**config.mk**
```make
export PLATFORM = sky130hd
export DESIGN_NAME = axis_stream_pair
export DESIGN_NICKNAME = d
export VERILOG_FILES = /design/src/rtl/axis_stream_pkg.sv /design/src/rtl/axis_stream_rx.sv /design/src/rtl/axis_stream_tx.sv /design/src/rtl/axis_stream_pair.sv
export SDC_FILE = /design/constraint.sdc
export NUM_CORES = 1
export LEC_CHECK = 0
export BUFFER_PORTS_ARGS = -buffer_cell sky130_fd_sc_hd__buf_4
export CAP_MARGIN = 10
export CORE_ASPECT_RATIO = 1.1
export CORE_MARGIN = 2
export CORE_UTILIZATION = 50
export DETAILED_ROUTE_END_ITERATION = 10
export PLACE_DENSITY_LB_ADDON = 0.05
export SETUP_SLACK_MARGIN = 0.02
export SLEW_MARGIN = 20
export SYNTH_ARGS = -nofsm -noshare
export SYNTH_HDL_FRONTEND = slang
export SYNTH_HIERARCHICAL = 1
export SYNTH_SLANG_ARGS = --single-unit
export TNS_END_PERCENT = 50
```
**constraint.sdc**
```tcl
create_clock -name aclk -period 3.89 [get_ports aclk]
set_input_delay 0.389 -clock aclk [delete_from_list [all_inputs] [get_ports aclk]]
set_output_delay 0.389 -clock aclk [all_outputs]
set_load 0.005 [all_outputs]
```
**src/rtl/axis_stream_pkg.sv**
```systemverilog
// Shared defaults and master state encoding for the AXI4-Stream source/sink pair.
package axis_stream_pkg;

    localparam int DATA_W_DEF  = 32;
    localparam int PKT_LEN_DEF = 40;

    typedef enum logic [1:0] {
        IDLE = 2'd0,
        SEND = 2'd1,
        DONE = 2'd2
    } tx_state_t;

endpackage

```
**src/rtl/axis_stream_rx.sv**
```systemverilog
// Stream slave: exposes rx_ready as tready and captures every accepted beat.
module axis_stream_rx
    import axis_stream_pkg::*;
#(
    parameter int DATA_W = DATA_W_DEF
) (
    input  logic              aclk,
    input  logic              areset_n,
    input  logic              rx_ready,
    input  logic              tvalid,
    input  logic              tlast,
    input  logic [DATA_W-1:0] tdata,
    output logic              tready,
    output logic [DATA_W-1:0] rx_data,
    output logic              rx_finish
);

    logic handshake;

    assign tready    = rx_ready;
    assign handshake = tvalid && rx_ready;

    always_ff @(posedge aclk) begin
        if (areset_n) begin
            rx_data   <= '0;
            rx_finish <= 1'b0;
        end else begin
            rx_finish <= handshake && tlast;
            if (handshake) begin
                rx_data <= tdata;
            end
        end
    end

endmodule

```
**src/rtl/axis_stream_tx.sv**
```systemverilog
// Stream master: turns a send pulse into one PKT_LEN-beat packet counting up from a latched base word.
module axis_stream_tx
    import axis_stream_pkg::*;
#(
    parameter int DATA_W  = DATA_W_DEF,
    parameter int PKT_LEN = PKT_LEN_DEF
) (
    input  logic              aclk,
    input  logic              areset_n,
    input  logic [DATA_W-1:0] tx_data,
    input  logic              send,
    input  logic              tready,
    output logic              tvalid,
    output logic              tlast,
    output logic [DATA_W-1:0] tdata,
    output logic              tx_finish
);

    localparam int CNT_W = (PKT_LEN > 1) ? $clog2(PKT_LEN) : 1;
    localparam logic [CNT_W-1:0] LAST_CNT = CNT_W'(PKT_LEN - 1);

    tx_state_t         state_q, state_d;
    logic [CNT_W-1:0]  cnt_q, cnt_d;
    logic [DATA_W-1:0] base_q, base_d;
    logic              tvalid_d, tlast_d, tx_finish_d;
    logic [DATA_W-1:0] tdata_d;
    logic              handshake;

    assign handshake = tvalid && tready;

    // areset_n is active-high despite its name; outputs are registered next to the state.
    always_ff @(posedge aclk) begin
        if (areset_n) begin
            state_q   <= IDLE;
            cnt_q     <= '0;
            base_q    <= '0;
            tvalid    <= 1'b0;
            tlast     <= 1'b0;
            tdata     <= '0;
            tx_finish <= 1'b0;
        end else begin
            state_q   <= state_d;
            cnt_q     <= cnt_d;
            base_q    <= base_d;
            tvalid    <= tvalid_d;
            tlast     <= tlast_d;
            tdata     <= tdata_d;
            tx_finish <= tx_finish_d;
        end
    end

    always_comb begin
        state_d = state_q;
        cnt_d   = cnt_q;
        base_d  = base_q;
        unique case (state_q)
            IDLE: begin
                if (send) begin
                    state_d = SEND;
                    cnt_d   = '0;
                    base_d  = tx_data;
                end
            end
            SEND: begin
                if (handshake) begin
                    if (tlast) begin
                        state_d = DONE;
                    end else begin
                        cnt_d = cnt_q + CNT_W'(1);
                    end
                end
            end
            DONE: begin
                state_d = IDLE;
            end
            default: begin
                state_d = IDLE;
            end
        endcase
    end

    // Output values are derived from the upcoming state so they land in registers alongside it.
    always_comb begin
        tvalid_d    = (state_d == SEND);
        tlast_d     = (state_d == SEND) && (cnt_d == LAST_CNT);
        tx_finish_d = (state_d == DONE);
        tdata_d     = tdata;
        if (state_d == SEND) begin
            tdata_d = base_d + DATA_W'(cnt_d);
        end
    end

endmodule

```
**src/rtl/axis_stream_pair.sv**
```systemverilog
// Loopback of a stream master into a stream slave, with the link signals exported for observation.
module axis_stream_pair
    import axis_stream_pkg::*;
#(
    parameter int DATA_W  = DATA_W_DEF,
    parameter int PKT_LEN = PKT_LEN_DEF
) (
    input  logic              aclk,
    input  logic              areset_n,
    input  logic [DATA_W-1:0] tx_data,
    input  logic              send,
    input  logic              rx_ready,
    output logic              tvalid,
    output logic              tready,
    output logic              tlast,
    output logic [DATA_W-1:0] tdata,
    output logic              tx_finish,
    output logic [DATA_W-1:0] rx_data,
    output logic              rx_finish
);

    axis_stream_tx #(
        .DATA_W  (DATA_W),
        .PKT_LEN (PKT_LEN)
    ) u_tx (
        .aclk      (aclk),
        .areset_n  (areset_n),
        .tx_data   (tx_data),
        .send      (send),
        .tready    (tready),
        .tvalid    (tvalid),
        .tlast     (tlast),
        .tdata     (tdata),
        .tx_finish (tx_finish)
    );

    axis_stream_rx #(
        .DATA_W (DATA_W)
    ) u_rx (
        .aclk      (aclk),
        .areset_n  (areset_n),
        .rx_ready  (rx_ready),
        .tvalid    (tvalid),
        .tlast     (tlast),
        .tdata     (tdata),
        .tready    (tready),
        .rx_data   (rx_data),
        .rx_finish (rx_finish)
    );

endmodule

```
==> flow_summary.toml, run 1 <==
[logic_synthesis]
number_of_flops_mapped_to_enable_cells_by_yosys = 0
synth_top_area_cell = "sky130_fd_sc_hd__dfxtp_1"
synth.top_cells.by_count = "sky130_fd_sc_hd__dfxtp_1 (108), sky130_fd_sc_hd__nand3_1 (77), sky130_fd_sc_hd__nand2_1 (57)"
synth_top_area_share_pct = 40.6
synth_flop_cell = "sky130_fd_sc_hd__dfxtp_1"
yosysMostFrequentCell = "sky130_fd_sc_hd__dfxtp_1"
synth-async-reset-ratio_pct = 0
synth_area_leaders = "sky130_fd_sc_hd__dfxtp_1 (41%), sky130_fd_sc_hd__nand3_1 (7.2%), sky130_fd_sc_hd__mux2i_1 (5.8%), sky130_fd_sc_hd__a21bo_1 (4.1%), sky130_fd_sc_hd__nand2_1 (4.0%)"
cell_variety_after_synth = 60
synth.avg_cell_area_um2 = 9.14
synth.yosys.warnings = 6
post_synth_instance_area_um2 = 5330
yosysSeqAreaShare_pct = 40.6
number_of_instances_in_the_synthesized_netlist = 583
synth.ff_latch_count = 108
synthesis.nets = 625

[timing]
fin_setup_tns_ns = 0
headroom_to_the_max_slew_limit_pct = 31.4
grt_setup_unrepaired = "yes"
hold_violations = 0
postLayoutSetupSlackWorst_ns = 0.367
maxClockFrequency_mhz = 284
period_needed_ns = 3.52
max_slew.worst_pin.slew_ns = 1.03
final.period_utilization_pct = 90.6
hold-worst-slack_ns = 0.312
finalClockSkew_ns = 0.00804
report.final.setup_viol = 0
drv_slew = 0

[grt]
number_of_global_route_vias_before_repair = 4046
groute.usage.overall_pct = 23.5
grt_start_max_net_pins = 79
antenna_found_initial = 0
grt_first_pass_wirelength_um = 21400
grt_remaining_overflow = 0

[critical_path]
timing.critical_path.from_type = "flop"
criticalPathCategory = "flop to flop"
rr_worst_depth = 12
timing.critical_path.required_ns = 4.13
wp_data_arrival_ns = 3.77
worstPathMaxFanout = 8
r2r_slack_ns = 0.37
worstSetupEndpointType = "flop"
worst_r2r_endpoint = "u_tx/tdata[16]"
regToRegStartpoint = "u_tx/state_q[0]"

[cts]
clk_pin_slew_ns = 0.07
clock_insertion_delay_worst_skew_ns = 0.35
cts-buffers-inserted = 9
post_cts_gate_resize_count = 0
cts.root.buffer_cell = "sky130_fd_sc_hd__clkbuf_16"
ctsHoldBuffers = 0
clk_path_buf_depth = 2
cts_tree = "built"
cts-htree-levels = 3
cts.sink_count = 108

[detailed_routing]
drt-initial-drc-count = 402
route.antenna.remaining_nets = 0
drt-pass1-iter-count = 5
remaining_drc_errors = 0
num_vias = 4770
detail_route.wirelength_um = 13600
detail_route.wl_per_cell_um = 16.6
detail_route.vias_per_cell = 5.82

[pwr]
vdd.ir_drop.worst_mv = 0.275
static-leakage-power_nw = 2.60
power_mw = 2.53
power.density_cell_area_nw_per_um2 = 389

[cells_and_area]
num_antenna_cells = 0
drive_gt1_share_pct = 27.4
syn2layout_area_growth_pct = 22.0
ff_latch_area_um2 = 2160
area_of_combinational_cells_with_multiple_inputs_um2 = 2880
final_net_count = 713
final_cells = 819
fill_cells = 888

[worst_hold_path]
worstHoldStart = "tx_data[0]"
hold_path_depth = 3
timing.hold.worst.class = "primary input to flop"
worstHoldEndpoint = "u_tx/base_q[0]"

[floorplan]
die_y_extent_um = 112
die_ar_um2 = 11500
initial_core_util_pct = 51.2
core_region_area_um2 = 10400
rows = 39
die_w_um = 102
top_level_ports = 105

[place]
port_buffer_count = 104
detailedPlacementHpwl_um = 9330
place_ws_ns = 0.347
finalWeightedCongestion = 0.844
placed_cells = 798

[run_status]
run_status = "finished clean"

[run]
max-cap-violations = 0
worst max-delay path by stage:
stage,depth (start not counted),slack [ns],to,from
floorplan,15,0.12,u_tx/tdata[17],send
global route,12,0.02,u_tx/tdata[18],u_tx/state_q[0]
CTS,12,0.36,u_tx/tdata[23],u_tx/state_q[0]
detailed placement,13,0.35,u_tx/tdata[23],rx_ready
finish,12,0.37,u_tx/tdata[16],u_tx/state_q[0]
global placement,13,0.41,u_tx/tdata[23],rx_ready
sequential cells by signal, indices dropped and copies added (netlist names):
register	count
u_rx/rx_data	32
u_rx/rx_finish	1
u_tx/base_q	32
u_tx/cnt_q	6
u_tx/state_q	2
u_tx/tdata	32
u_tx/tlast	1
u_tx/tvalid	1
u_tx/tx_finish	1
per-layer routing:
metal / vias up / part of all wire [%] / routed length, µm / GRT usage [%]
met5: - / 0 / 0 / 0
met4: 0 / 1.3 / 180 / 7.47
met3: 13 / 7.2 / 973 / 3.86
met2: 190 / 41 / 5560 / 30.7
met1: 2270 / 51 / 6860 / 38.6
li1: 2297 / - / - / -
timing repair:
item / 4_1_cts / 5_1_grt
setup buffers: 0 / 5
endpoints found under the hold margin: 0 / 0
endpoints found under the setup margin: 0 / 4
cell type report:
type	count	share of cell area, %
inverters	6	0.347
repair buffers	122	14.3
well taps	143	2.75
clock inverters	6	1.33
flip-flops and latches	108	33.3
clock buffers	10	3.68
multi-input cells	424	44.3
per-stage QoR:
| stage | util, % | instance area [µm²] |
|---|---|---|
| after floorplan | - | 5330 |
| after global placement | 58.9 | 6120 |
| after detailed placement | 58.9 | 6120 |
| after CTS | 62.0 | 6450 |
| after global routing | 62.5 | 6500 |
| final | 62.5 | 6500 |
placed cells by master, fill, tap and decap left out, types with 5 or more instances in the layout:
cell type / netlist / layout
sky130_fd_sc_hd__buf_4: 11 / 121
sky130_fd_sc_hd__dfxtp_1: 108 / 107
sky130_fd_sc_hd__nand3_1: 77 / 77
sky130_fd_sc_hd__nand2_1: 57 / 57
sky130_fd_sc_hd__nor2_1: 48 / 48
sky130_fd_sc_hd__mux2i_1: 31 / 31
sky130_fd_sc_hd__a21oi_1: 26 / 26
sky130_fd_sc_hd__a21bo_1: 22 / 22
sky130_fd_sc_hd__nand4_1: 19 / 19
sky130_fd_sc_hd__a21oi_2: 17 / 17
sky130_fd_sc_hd__a21bo_2: 10 / 10
sky130_fd_sc_hd__clkbuf_16: 0 / 9
sky130_fd_sc_hd__a311o_1: 9 / 9
sky130_fd_sc_hd__a211o_1: 9 / 9
sky130_fd_sc_hd__nor3_1: 8 / 8
sky130_fd_sc_hd__and2_1: 6 / 6
sky130_fd_sc_hd__o211ai_1: 6 / 6
sky130_fd_sc_hd__and4_1: 5 / 5
sky130_fd_sc_hd__xnor2_1: 5 / 5
sky130_fd_sc_hd__ha_1: 5 / 5
cells by family after synthesis:
family / count (synthesis) / share of synthesized area, %
AOI/OAI and AO/OA: 126 / 19.8
adders and majority gates: 6 / 1.55
xor gates and xnor gates: 8 / 1.32
muxes: 35 / 6.98
DFF: 108 / 40.6
buffers and inverters: 51 / 5.45
and+or+nand+nor: 249 / 24.3
critical path, cell delays in order, from the launching register on:
cell and delay, ns:
sky130_fd_sc_hd__dfxtp_1 0.44, sky130_fd_sc_hd__nand4b_2 0.24, sky130_fd_sc_hd__nor2_1 0.28, sky130_fd_sc_hd__xnor2_1 0.14, sky130_fd_sc_hd__nor2_1 0.15, sky130_fd_sc_hd__ha_1 0.19, sky130_fd_sc_hd__inv_1 0.05, sky130_fd_sc_hd__fa_1 0.43
sky130_fd_sc_hd__o31ai_1 0.44, sky130_fd_sc_hd__a311oi_2 0.13, sky130_fd_sc_hd__nor4_2 0.61, sky130_fd_sc_hd__nand4_1 0.17, sky130_fd_sc_hd__o311ai_0 0.14
report_power, final:
group	internal (mW)	switching (mW)	total (mW)	leakage, nW
logic	0.136	0.196	0.332	1.56
registers	1.16	0.0380	1.19	0.881
clock network	0.582	0.421	1.00	0.159
total	1.87	0.655	2.53	2.60
Power figures use the tool's default switching activity.
==> inputs of run 2 (changes only) <==
--- a/config.mk
+++ b/config.mk
@@ -5,11 +5,12 @@
 export SDC_FILE = /design/constraint.sdc
 export NUM_CORES = 1
 export LEC_CHECK = 0
+export ABC_AREA = 1
 export BUFFER_PORTS_ARGS = -buffer_cell sky130_fd_sc_hd__buf_4
 export CAP_MARGIN = 10
 export CORE_ASPECT_RATIO = 1.1
-export CORE_MARGIN = 2
-export CORE_UTILIZATION = 50
+export CORE_MARGIN = 1.5
+export CORE_UTILIZATION = 51
 export DETAILED_ROUTE_END_ITERATION = 10
 export PLACE_DENSITY_LB_ADDON = 0.05
 export SETUP_SLACK_MARGIN = 0.02
==> run 2 against run 1 <==
- non-clock buffer count decreased by 16
- fmax is 20% higher
- design area is 3.9% higher
- synthesized cell count up 50%
- clock power is 14% lower
- routed wire length rose by 5.0%
- sequential power up 3%
- critical path depth is 7 higher
- die area grew 2.6%
- largest power group unchanged
- first-iteration DRC count fell by 19%
- via count is 12% higher
- final cell count is 36% higher
==> flow_summary.toml, run 2 <==
[cts]
post-cts-setup-buffer-count = 0
clk_pin_slew_ns = 0.07
post_cts_gate_resize_count = 0
ctsHoldBuffers = 0
clock_insertion_delay_worst_skew_ns = 0.35
cts.root.buffer_cell = "sky130_fd_sc_hd__clkbuf_16"
cts-buffers-inserted = 9
cts_tree = "built"
cts-htree-levels = 3
cts.sink_count = 108
clk_path_buf_depth = 2

[detailed_routing]
detail_route.wirelength_um = 14200
route.antenna.remaining_nets = 0
detail_route.wl_per_cell_um = 12.8
drt-initial-drc-count = 327
num_vias = 5321
drt-pass1-iter-count = 5
remaining_drc_errors = 0
detail_route.vias_per_cell = 4.78

[run]
max-cap-violations = 0

[timing]
period_needed_ns = 2.93
max_slew.worst_pin.slew_ns = 0.985
hold_violations = 0
finalClockSkew_ns = 0.00944
report.final.setup_viol = 0
drv_slew = 0
grt_setup_unrepaired = "no"
maxClockFrequency_mhz = 342
final.period_utilization_pct = 75.3
fin_setup_tns_ns = 0
headroom_to_the_max_slew_limit_pct = 34.3

[grt]
grt_remaining_overflow = 0
groute.usage.overall_pct = 24.6
grt_start_max_net_pins = 69
antenna_found_initial = 0
number_of_global_route_vias_before_repair = 4727
grt_first_pass_wirelength_um = 23400

[critical_path]
timing.critical_path.from_type = "flop"
regToRegStartpoint = "u_tx/tlast"
timing.critical_path.required_ns = 4.14
criticalPathCategory = "flop to flop"
worstSetupEndpointType = "flop"
wp_data_arrival_ns = 3.18
crit_start = "u_tx/tlast"
worstPathMaxFanout = 5

[floorplan]
die_w_um = 104
die_ar_um2 = 11800
initial_core_util_pct = 52.1
top_level_ports = 105
core_region_area_um2 = 10900
die_y_extent_um = 114
rows = 40

[cells_and_area]
final_common_cell = "sky130_fd_sc_hd__nand2_1"
layout_top_registers = "u_rx/rx_data x32, u_tx/base_q x32, u_tx/tdata x32"
syn2layout_area_growth_pct = 18.7
num_antenna_cells = 0
fill_cells = 1067
drive_gt1_share_pct = 20.0
mostFrequentLayoutCells = "sky130_fd_sc_hd__nand2_1 (212), sky130_fd_sc_hd__nor2_1 (186), sky130_fd_sc_hd__inv_1 (132)"
post-route-util_pct = 61.9
final_net_count = 1004

[place]
finalWeightedCongestion = 0.934
detailedPlacementHpwl_um = 10700
port_buffer_count = 104

[worst_hold_path]
timing.hold.worst.class = "primary input to flop"
worstHoldStart = "tx_data[14]"

[logic_synthesis]
synth.yosys.warnings = 6
synth_flop_cell = "sky130_fd_sc_hd__dfxtp_1"
synth.top_cells.by_count = "sky130_fd_sc_hd__nand2_1 (213), sky130_fd_sc_hd__nor2_1 (186), sky130_fd_sc_hd__inv_1 (132)"
synth_top_area_share_pct = 38.0
yosysMostFrequentCell = "sky130_fd_sc_hd__nand2_1"
synth.ff_latch_count = 108
yosysSeqAreaShare_pct = 38.0
post_synth_instance_area_um2 = 5690
synth_area_leaders = "sky130_fd_sc_hd__dfxtp_1 (38%), sky130_fd_sc_hd__nand2_1 (14%), sky130_fd_sc_hd__nor2_1 (12%), sky130_fd_sc_hd__inv_1 (8.7%), sky130_fd_sc_hd__nand3_1 (5.2%)"
synth.avg_cell_area_um2 = 6.49
synth-async-reset-ratio_pct = 0
number_of_instances_in_the_synthesized_netlist = 876
cell_variety_after_synth = 39
synth_top_area_cell = "sky130_fd_sc_hd__dfxtp_1"
synthesis.nets = 918
number_of_flops_mapped_to_enable_cells_by_yosys = 0

[pwr]
vdd.ir_drop.worst_mv = 0.285
power.density_cell_area_nw_per_um2 = 380
static-leakage-power_nw = 3.58

[run_status]
run_status = "finished clean"
==> run 2: changes by cell type after synthesis, sizes merged, moves of 7 or more <==
cell | before | now
a21bo | 32 | 0
a311o | 9 | 0
o21ai | 4 | 39
mux2i | 34 | 0
a21oi | 43 | 7
a211o | 9 | 0
inv | 4 | 138
nor2 | 49 | 201
nand3 | 77 | 63
buf | 28 | 20
nand2 | 57 | 234
or2 | 0 | 7
==> run 2: critical path, cell delays in order (launching register included) <==
cell	delay, ns
sky130_fd_sc_hd__dfxtp_1	0.46
sky130_fd_sc_hd__inv_1	0.11
sky130_fd_sc_hd__nand3_1	0.13
sky130_fd_sc_hd__nor2_4	0.06
sky130_fd_sc_hd__inv_1	0.08
sky130_fd_sc_hd__o21ai_0	0.08
sky130_fd_sc_hd__a21oi_1	0.21
sky130_fd_sc_hd__ha_1	0.21
sky130_fd_sc_hd__inv_1	0.05
sky130_fd_sc_hd__fa_1	0.41
sky130_fd_sc_hd__inv_1	0.11
sky130_fd_sc_hd__nand4_1	0.10
sky130_fd_sc_hd__nand2_1	0.16
sky130_fd_sc_hd__nand2_1	0.10
sky130_fd_sc_hd__nand2_1	0.21
sky130_fd_sc_hd__nand2_1	0.09
sky130_fd_sc_hd__nand2_1	0.07
sky130_fd_sc_hd__nand3_1	0.07
sky130_fd_sc_hd__nand2_1	0.09
sky130_fd_sc_hd__inv_1	0.03
==> run 2: routing by layer <==
metal / wire [µm] / up-vias / track usage, %
met5: 0 / - / 0
met4: 173 / 0 / 6.67
met3: 755 / 11 / 3.37
met2: 6030 / 136 / 37.2
met1: 7280 / 2342 / 36.9
li1: - / 2832 / -
==> run 2: power by group <==
group / total [mW] / leakage, nW / switching (mW) / internal (mW)
combinational: 0.472 / 2.56 / 0.281 / 0.191
clock: 0.864 / 0.129 / 0.424 / 0.440
sequential: 1.23 / 0.890 / 0.0486 / 1.18
total: 2.57 / 3.58 / 0.754 / 1.81
==> run 2: path summary, 6_finish.rpt <==
check | endpoint | slack, ns | cells past startpoint
worst max-delay path | u_tx/tdata[24] | 0.96 | 19
worst min-delay path | u_tx/base_q[14] | 0.34 | 3
worst min register to register | u_rx/rx_data[9] | 0.51 | 4
worst max register to register | u_tx/tdata[24] | 0.96 | 19
==> run 2: final cells by class <==
| cell class | instances | area [µm²] | area share (%) |
|---|---|---|---|
| Multi-Input combinational cell | 599 | 2820 | 41.7 |
| Clock inverter | 6 | 46.3 | 0.686 |
| Timing Repair Buffer | 106 | 796 | 11.8 |
| Tap cell | 147 | 184 | 2.72 |
| Sequential cell | 108 | 2160 | 32.0 |
| Inverter | 138 | 518 | 7.67 |
| Clock buffer | 10 | 229 | 3.39 |
==> run 2: kinds of logic after synthesis <==
| family | share of synthesized area (%) |
|---|---|
| compound gates | 5.52 |
| simple gates | 41.5 |
| xor+xnor | 0.924 |
| flops | 38.0 |
| buf+inv | 12.6 |
| fa+ha+maj | 1.45 |
==> run 2: per-stage QoR <==
| step | total power [mW] | area (µm²) | setup slack [ns] | hold WS, ns | instances |
|---|---|---|---|---|---|
| global placement | 1.72 | 6470 | 1.08 | 0.497 | 1098 |
| finish | 2.57 | 6750 | 0.962 | 0.339 | 1114 |
| CTS | 2.58 | 6750 | 0.992 | 0.336 | 1114 |
| detailed placement | 1.73 | 6470 | 1.01 | 0.501 | 1098 |
| floorplan | 1.55 | 5690 | 1.38 | 0.471 | 876 |
| global route | 2.71 | 6750 | 0.694 | 0.344 | 1114 |
